### src/rtl/dmem_access_unit.sv
// Data-memory initiator: CPU byte/half/word loads and stores onto a word-only DMEM, sub-word stores via read-modify-write.
// Optional MISALIGN_TRAP_EN: misaligned half/word requests complete immediately with misalign_err and no DMEM access.
module dmem_access_unit #(
    parameter int          ADDR_W   = 8,
    parameter logic [31:0] MEM_BASE = 32'h0000_0000
) (
    input  logic        clk,
    input  logic        SYS_reset,
    input  logic        req_valid,
    output logic        req_ready,
    input  logic        req_write,
    input  logic [1:0]  req_size,
    input  logic        req_unsigned,
    input  logic [31:0] req_addr,
    input  logic [31:0] req_wdata,
    output logic        resp_valid,
    output logic [31:0] resp_rdata,
    output logic        misalign_err,
    output logic [31:0] DMEM_address,
    output logic [31:0] DMEM_data_in,
    output logic        DMEM_mem_write,
    output logic        DMEM_mem_read,
    input  logic [31:0] DMEM_data_out
);

    typedef enum logic [2:0] {S_IDLE, S_LOAD, S_RMW_RD, S_WRITE, S_RESP} state_t;

    state_t            r_state, w_next;
    logic [ADDR_W-1:0] r_widx;
    logic [1:0]        r_lane;
    logic [1:0]        r_size;
    logic              r_uns;
    logic              r_write;
    logic [31:0]       r_wdata;
    logic [31:0]       r_merged;
    logic [31:0]       r_rdata;

    logic              w_accept;
    logic              w_misalign;
    logic [31:0]       w_off;
    logic [ADDR_W-1:0] w_idx;

    // Sign/zero-extend the selected lane of a read word; size 1x means full word.
    function automatic logic [31:0] load_ext(input logic [31:0] d, input logic [1:0] lane,
                                             input logic [1:0] size, input logic uns);
        logic [7:0]  b;
        logic [15:0] h;
        case (lane)
            2'd0:    b = d[7:0];
            2'd1:    b = d[15:8];
            2'd2:    b = d[23:16];
            default: b = d[31:24];
        endcase
        h = lane[1] ? d[31:16] : d[15:0];
        case (size)
            2'b00:   load_ext = uns ? {24'b0, b} : {{24{b[7]}}, b};
            2'b01:   load_ext = uns ? {16'b0, h} : {{16{h[15]}}, h};
            default: load_ext = d;
        endcase
    endfunction

    function automatic logic [31:0] merge(input logic [31:0] d, input logic [31:0] wd,
                                          input logic [1:0] lane, input logic [1:0] size);
        logic [31:0] m;
        m = d;
        if (size == 2'b00) begin
            case (lane)
                2'd0:    m[7:0]   = wd[7:0];
                2'd1:    m[15:8]  = wd[7:0];
                2'd2:    m[23:16] = wd[7:0];
                default: m[31:24] = wd[7:0];
            endcase
        end else if (lane[1]) begin
            m[31:16] = wd[15:0];
        end else begin
            m[15:0] = wd[15:0];
        end
        merge = m;
    endfunction

    assign w_off    = req_addr - MEM_BASE;
    assign w_idx    = ADDR_W'(w_off >> 2);
    assign w_accept = (r_state == S_IDLE) && req_valid;

`ifdef MISALIGN_TRAP_EN
    logic r_mis;
    assign w_misalign   = ((req_size == 2'b01) && req_addr[0]) ||
                          (req_size[1] && (req_addr[1:0] != 2'b00));
    assign misalign_err = resp_valid && r_mis;
    always_ff @(posedge clk or posedge SYS_reset) begin
        if (SYS_reset)     r_mis <= 1'b0;
        else if (w_accept) r_mis <= w_misalign;
    end
`else
    assign w_misalign   = 1'b0;
    assign misalign_err = 1'b0;
`endif

    always_comb begin
        w_next = r_state;
        case (r_state)
            S_IDLE: begin
                if (req_valid) begin
                    if (w_misalign)      w_next = S_RESP;
                    else if (!req_write) w_next = S_LOAD;
                    else if (req_size[1]) w_next = S_WRITE;
                    else                 w_next = S_RMW_RD;
                end
            end
            S_LOAD:   w_next = S_RESP;
            S_RMW_RD: w_next = S_WRITE;
            S_WRITE:  w_next = S_RESP;
            S_RESP:   w_next = S_IDLE;
            default:  w_next = S_IDLE;
        endcase
    end

    always_ff @(posedge clk or posedge SYS_reset) begin
        if (SYS_reset) begin
            r_state  <= S_IDLE;
            r_widx   <= '0;
            r_lane   <= 2'b00;
            r_size   <= 2'b00;
            r_uns    <= 1'b0;
            r_write  <= 1'b0;
            r_wdata  <= 32'h0;
            r_merged <= 32'h0;
            r_rdata  <= 32'h0;
        end else begin
            r_state <= w_next;
            if (w_accept) begin
                r_widx  <= w_idx;
                r_lane  <= req_addr[1:0];
                r_size  <= req_size;
                r_uns   <= req_unsigned;
                r_write <= req_write;
                r_wdata <= req_wdata;
                if (w_misalign) r_rdata <= 32'h0;
            end
            if (r_state == S_LOAD)   r_rdata  <= load_ext(DMEM_data_out, r_lane, r_size, r_uns);
            if (r_state == S_RMW_RD) r_merged <= merge(DMEM_data_out, r_wdata, r_lane, r_size);
            if (r_state == S_WRITE)  r_rdata  <= 32'h0;
        end
    end

    // DMEM side decodes from state and latched fields only.
    assign req_ready      = (r_state == S_IDLE);
    assign resp_valid     = (r_state == S_RESP);
    assign resp_rdata     = r_rdata;
    assign DMEM_address   = 32'(r_widx);
    assign DMEM_mem_read  = (r_state == S_LOAD) || (r_state == S_RMW_RD);
    assign DMEM_mem_write = (r_state == S_WRITE) && r_write;
    assign DMEM_data_in   = DMEM_mem_write ? (r_size[1] ? r_wdata : r_merged) : 32'h0;

endmodule

### config.mk
export PLATFORM = sky130hd
export DESIGN_NAME = dmem_access_unit
export DESIGN_NICKNAME = d
export VERILOG_FILES = /design/src/rtl/dmem_access_unit.sv
export SDC_FILE = /design/constraint.sdc
export NUM_CORES = 1
export LEC_CHECK = 0
export CAP_MARGIN = 15
export CORE_AREA = 2 2 95 143
export CTS_CLUSTER_SIZE = 28
export DETAILED_ROUTE_END_ITERATION = 7
export DIE_AREA = 0 0 97 145
export PLACE_DENSITY = 0.86
export SYNTH_ARGS = -nofsm -noshare
export SYNTH_HDL_FRONTEND = slang
export SYNTH_SLANG_ARGS = --single-unit
### constraint.sdc
create_clock -name clk -period 4.6 [get_ports clk]
set_input_delay 0.92 -clock clk [delete_from_list [all_inputs] [get_ports clk]]
set_output_delay 0.92 -clock clk [all_outputs]
set_load 0.01 [all_outputs]
==> flow_results.org <==
** Final layout
- After the last flow step, the layout net total stands at 814.
- Count of antenna diodes in the layout :: 0
- Across the whole layout, storage elements account for 2830 sq um.
- End-of-flow core utilization :: 62.2%
- Summing all multi-input logic gate instances after layout gives 2590 sq um.
- Count of filler cells inserted in the layout :: 1,058
- Final Cell Area :: 7980 sq um
- Compared with the post-synthesis result, the final layout area differs by 37.4%.
- Layout cells sized above 1 :: 11.9%

** Clock tree
- In this run, CTS created clock tree buffers numbering 17.
- TritonCTS built the clock tree.
- Post-cts hold buffer count :: 0
- Clock Path Buffers :: 2
- The clock reaches the later pin of the worst-skew pair after 0.41 ns.
- CTS clk-pin slew, worst paths :: 0.05 ns
- The tree is rooted in a sky130_fd_sc_hd__clkbuf_16.
- Buffers added to address setup during post-CTS repair amount to 0.
- Clock sink count :: 113
- Post-CTS repair changed the size of 0 cells.
- CTS built an H-tree with a depth of 4.

** Logic synthesis
- Fraction of registers with async set/reset :: 100%
- Leading register cell type out of synthesis :: sky130_fd_sc_hd__dfrtp_1
- Warning count from the yosys run :: 0
- Averaged over all synthesized cells, the footprint is 10.2 sq um.
- Cell with the most instances after synthesis :: sky130_fd_sc_hd__dfrtp_1
- Summing the sequential cell areas from Yosys gives 48.7% of the chip area.
- After technology mapping, the gate count stands at 567.
- Yosys top cell area share :: 48.7%
- Counting flops with a built-in enable in the synthesized netlist gives 0.
- By area the synthesized netlist is led by sky130_fd_sc_hd__dfrtp_1 (49%), sky130_fd_sc_hd__mux2i_1 (8.3%), sky130_fd_sc_hd__mux2_2 (7.0%).
- Number of synthesized register bits :: 113
- Number of distinct library cell variants in the gate-level netlist after synthesis :: 41
- The cell area that synthesis handed to floorplanning was 5810 sq um.
- Cell type with the highest aggregate area in the netlist :: sky130_fd_sc_hd__dfrtp_1
- Counting instances in the post-synthesis netlist gives the leading cell types as sky130_fd_sc_hd__dfrtp_1 (113), sky130_fd_sc_hd__nor2_1 (61), sky130_fd_sc_hd__nand2_1 (54).

** Placement
- GP Congestion :: 0.889
- Timing analysis after detailed placement gives a worst setup slack of 1.25 ns.
- Post-DP HPWL :: 13.1 mm
- Total placed instance area :: 7360 sq um
- Total of buffers placed on input and output ports :: 156

** Critical path
- Setup slack on the worst reg-to-reg path comes out at 1.79 ns.
- Cell depth of the worst setup path :: 6
- Of all nets on the critical path, the largest fanout is 17.
- In this run the critical register-to-register path is captured at resp_rdata[29].
- Worst EP arrival :: 2.85 ns
- Buffering stage count on the worst path with inverters included :: 3
- Kind of capture point of the worst setup path :: primary output
- Number of cells on the worst reg-to-reg path :: 3
- Worst path top cell family by delay :: buffers and inverters
- Launch instance of the worst register-to-register path :: r_size[1]
- CP max-delay cell :: sky130_fd_sc_hd__clkdlybuf4s50_1
- By startpoint and endpoint, the worst setup path is classified as reg -> out.
- The worst setup path is launched from a register.
- Slowest Stage Delay on Critical Path :: 0.56 ns
- STA puts the critical path data required time at 3.68 ns.
- Worst path cell trace :: nand2b_1 > inv_1 > nand3_1 > buf_4 > nor2_1 > clkdlybuf4s50_1

** Route
- For this block, the routed nets add up to 17.8 mm of wire.
- Vias :: 5,068
- DRT Pass-1 Iters :: 5
- Drt initial violations :: 375
- Per-cell via count in the routed design :: 5.74
- Dividing the detail-routed wire length by the instance count gives 20.1 um.
- After detailed routing, the number of remaining DRC violations is 0.
- The count of nets left with antenna violations once routing finished came out at 0.

** Timing
- Tcrit/Tclk final :: 82.0%
- Upper clock frequency limit :: 0.265 GHz
- Final Hold Viols :: 0
- Setup repair after global routing left no endpoint under its margin.
- For the final database, setup skew stands at 0.00528 ns.
- In the final timing run, aggregate negative setup slack is 0 ns.
- Setup WS post-layout :: 0.826 ns
- Setup violations remaining at the end of the flow were counted as 0.
- For the pin with the worst max-slew slack, the measured transition is 0.998 ns.
- The routed design could run at a clock period as short as 3.77 ns.
- The total count of max-transition violations in the final report was 0.
- Measured against its own limit, the worst slew margin works out to 33.5%.

** Pwr
- In this run the static leakage power is 3.48 nW.
- In this run the power density over the cells is 725 nW/um^2.
- Power comes to 0.00579 W.
- Maximum VDD drop :: 304 uV

** Floorplan
- For this design the top-level I/O count stands at 204.
- For this configuration, the core starts out at a cell density of 45.3%.
- Core Rows :: 51
- Measured along the y axis, the die boundary spans 145 um.
- The die is 97 um wide.
- Die Outline Area :: 14,100 sq um
- The region available for standard cell placement spans 12,800 sq um.

** Worst hold path
- The path with the worst hold slack has its endpoint at r_merged[17].
- Min-Delay Path Depth :: 2
- Startpoint of the tightest hold check path :: r_merged[17]
- The min-delay analysis places its worst path in the category reg -> reg.

** Global route
- Wire length of the first global-routing pass :: 28.0 mm
- Maximum number of pins on one net before global-route repair :: 61
- Global-route usage over all layers :: 25.6%
- Antenna violations before repair :: 0
- The total overflow left after global routing is 0.
- The number of global-route vias before repair is 5,084.

** Flow run
- Number of maximum-capacitance constraint violations :: 0

** Status
- Outcome :: completed
cell families (layout without fill, tap and decap cells):
kind of cell	after synthesis	in the layout	share of synthesized area, %
AOI/OAI and AO/OA	139	139	17.1
other	1	25	0.0646
DFF	113	113	48.7
muxes	85	85	15.6
and+or+nand+nor	136	136	10.1
buffers and inverters	93	226	8.36
flip-flops by register name, summed over array words and instances (netlist names):
| register | flops |
|---|---|
| r_size | 2 |
| r_uns | 1 |
| r_state | 3 |
| resp_rdata | 32 |
| r_wdata | 32 |
| r_lane | 2 |
| r_widx | 8 |
| r_write | 1 |
| r_merged | 32 |
placed cells by master, fill, tap and decap left out, types with 2 or more instances in the layout:
master and instances:
sky130_fd_sc_hd__a22oi_1 13, sky130_fd_sc_hd__dfrtp_1 112, sky130_fd_sc_hd__a22o_1 5, sky130_fd_sc_hd__o21ai_1 9
sky130_fd_sc_hd__a211o_1 2, sky130_fd_sc_hd__a221o_1 16, sky130_fd_sc_hd__clkbuf_8 2, sky130_fd_sc_hd__mux2_2 36
sky130_fd_sc_hd__o21a_1 2, sky130_fd_sc_hd__clkdlybuf4s50_1 156, sky130_fd_sc_hd__nand2b_1 5, sky130_fd_sc_hd__nor2_1 61
sky130_fd_sc_hd__buf_4 7, sky130_fd_sc_hd__conb_1 25, sky130_fd_sc_hd__a221oi_1 16, sky130_fd_sc_hd__a21oi_1 30
sky130_fd_sc_hd__inv_1 28, sky130_fd_sc_hd__nor3_1 4, sky130_fd_sc_hd__o221ai_1 7, sky130_fd_sc_hd__nand2_1 54
sky130_fd_sc_hd__clkbuf_16 17, sky130_fd_sc_hd__bufinv_16 4, sky130_fd_sc_hd__clkinv_2 7, sky130_fd_sc_hd__o21ai_0 27
sky130_fd_sc_hd__a32o_1 7, sky130_fd_sc_hd__mux2i_1 48, sky130_fd_sc_hd__nor2b_1 3
worst max-delay path by stage:
stage | start | endpoint
after floorplan | SYS_reset | r_lane[0]
after global placement | r_state[2] | DMEM_data_in[31]
after detailed placement | r_state[2] | DMEM_data_in[14]
after CTS | r_state[2] | DMEM_data_in[14]
after global routing | r_state[2] | DMEM_data_in[14]
final | r_state[2] | DMEM_data_in[14]
stage by stage:
step | cells | hold slack (ns)
after floorplan | 591 | 0.449
final | 883 | 0.485
after CTS | 882 | 0.487
after global routing | 883 | 0.507
after global placement | 850 | 0.465
after detailed placement | 850 | 0.475
where the power goes:
group | leakage [nW] | switching (W) | internal, W
logic | 1.80 | 0.00123 | 0.00122
registers | 1.37 | 0.000483 | 0.00147
clock network | 0.309 | 0.000454 | 0.000926
worst register-to-register path: stages (launching register included):
cell	delay, ns
sky130_fd_sc_hd__dfrtp_2	1.02
sky130_fd_sc_hd__clkinv_1	0.67
sky130_fd_sc_hd__nor3_4	0.76
sky130_fd_sc_hd__a221o_1	0.29
per-layer routing:
layer	vias up	GRT usage [%]	share of wire, %
li1	2250	-	-
met1	2510	29.3	36
met2	269	46.4	54
met3	39	5.11	6.3
met4	0	10.1	2.9
met5	-	0	0
final cells by class:
class	instances	area share, %
sequential	113	35.4
multi-input combinational	385	32.4
timing repair buffer	164	20.5
clock buffer	20	5.72
tap	159	2.49
clock inverter	12	2.04
inverter	30	1.44
No activity file was read; power rests on OpenSTA's default activity.
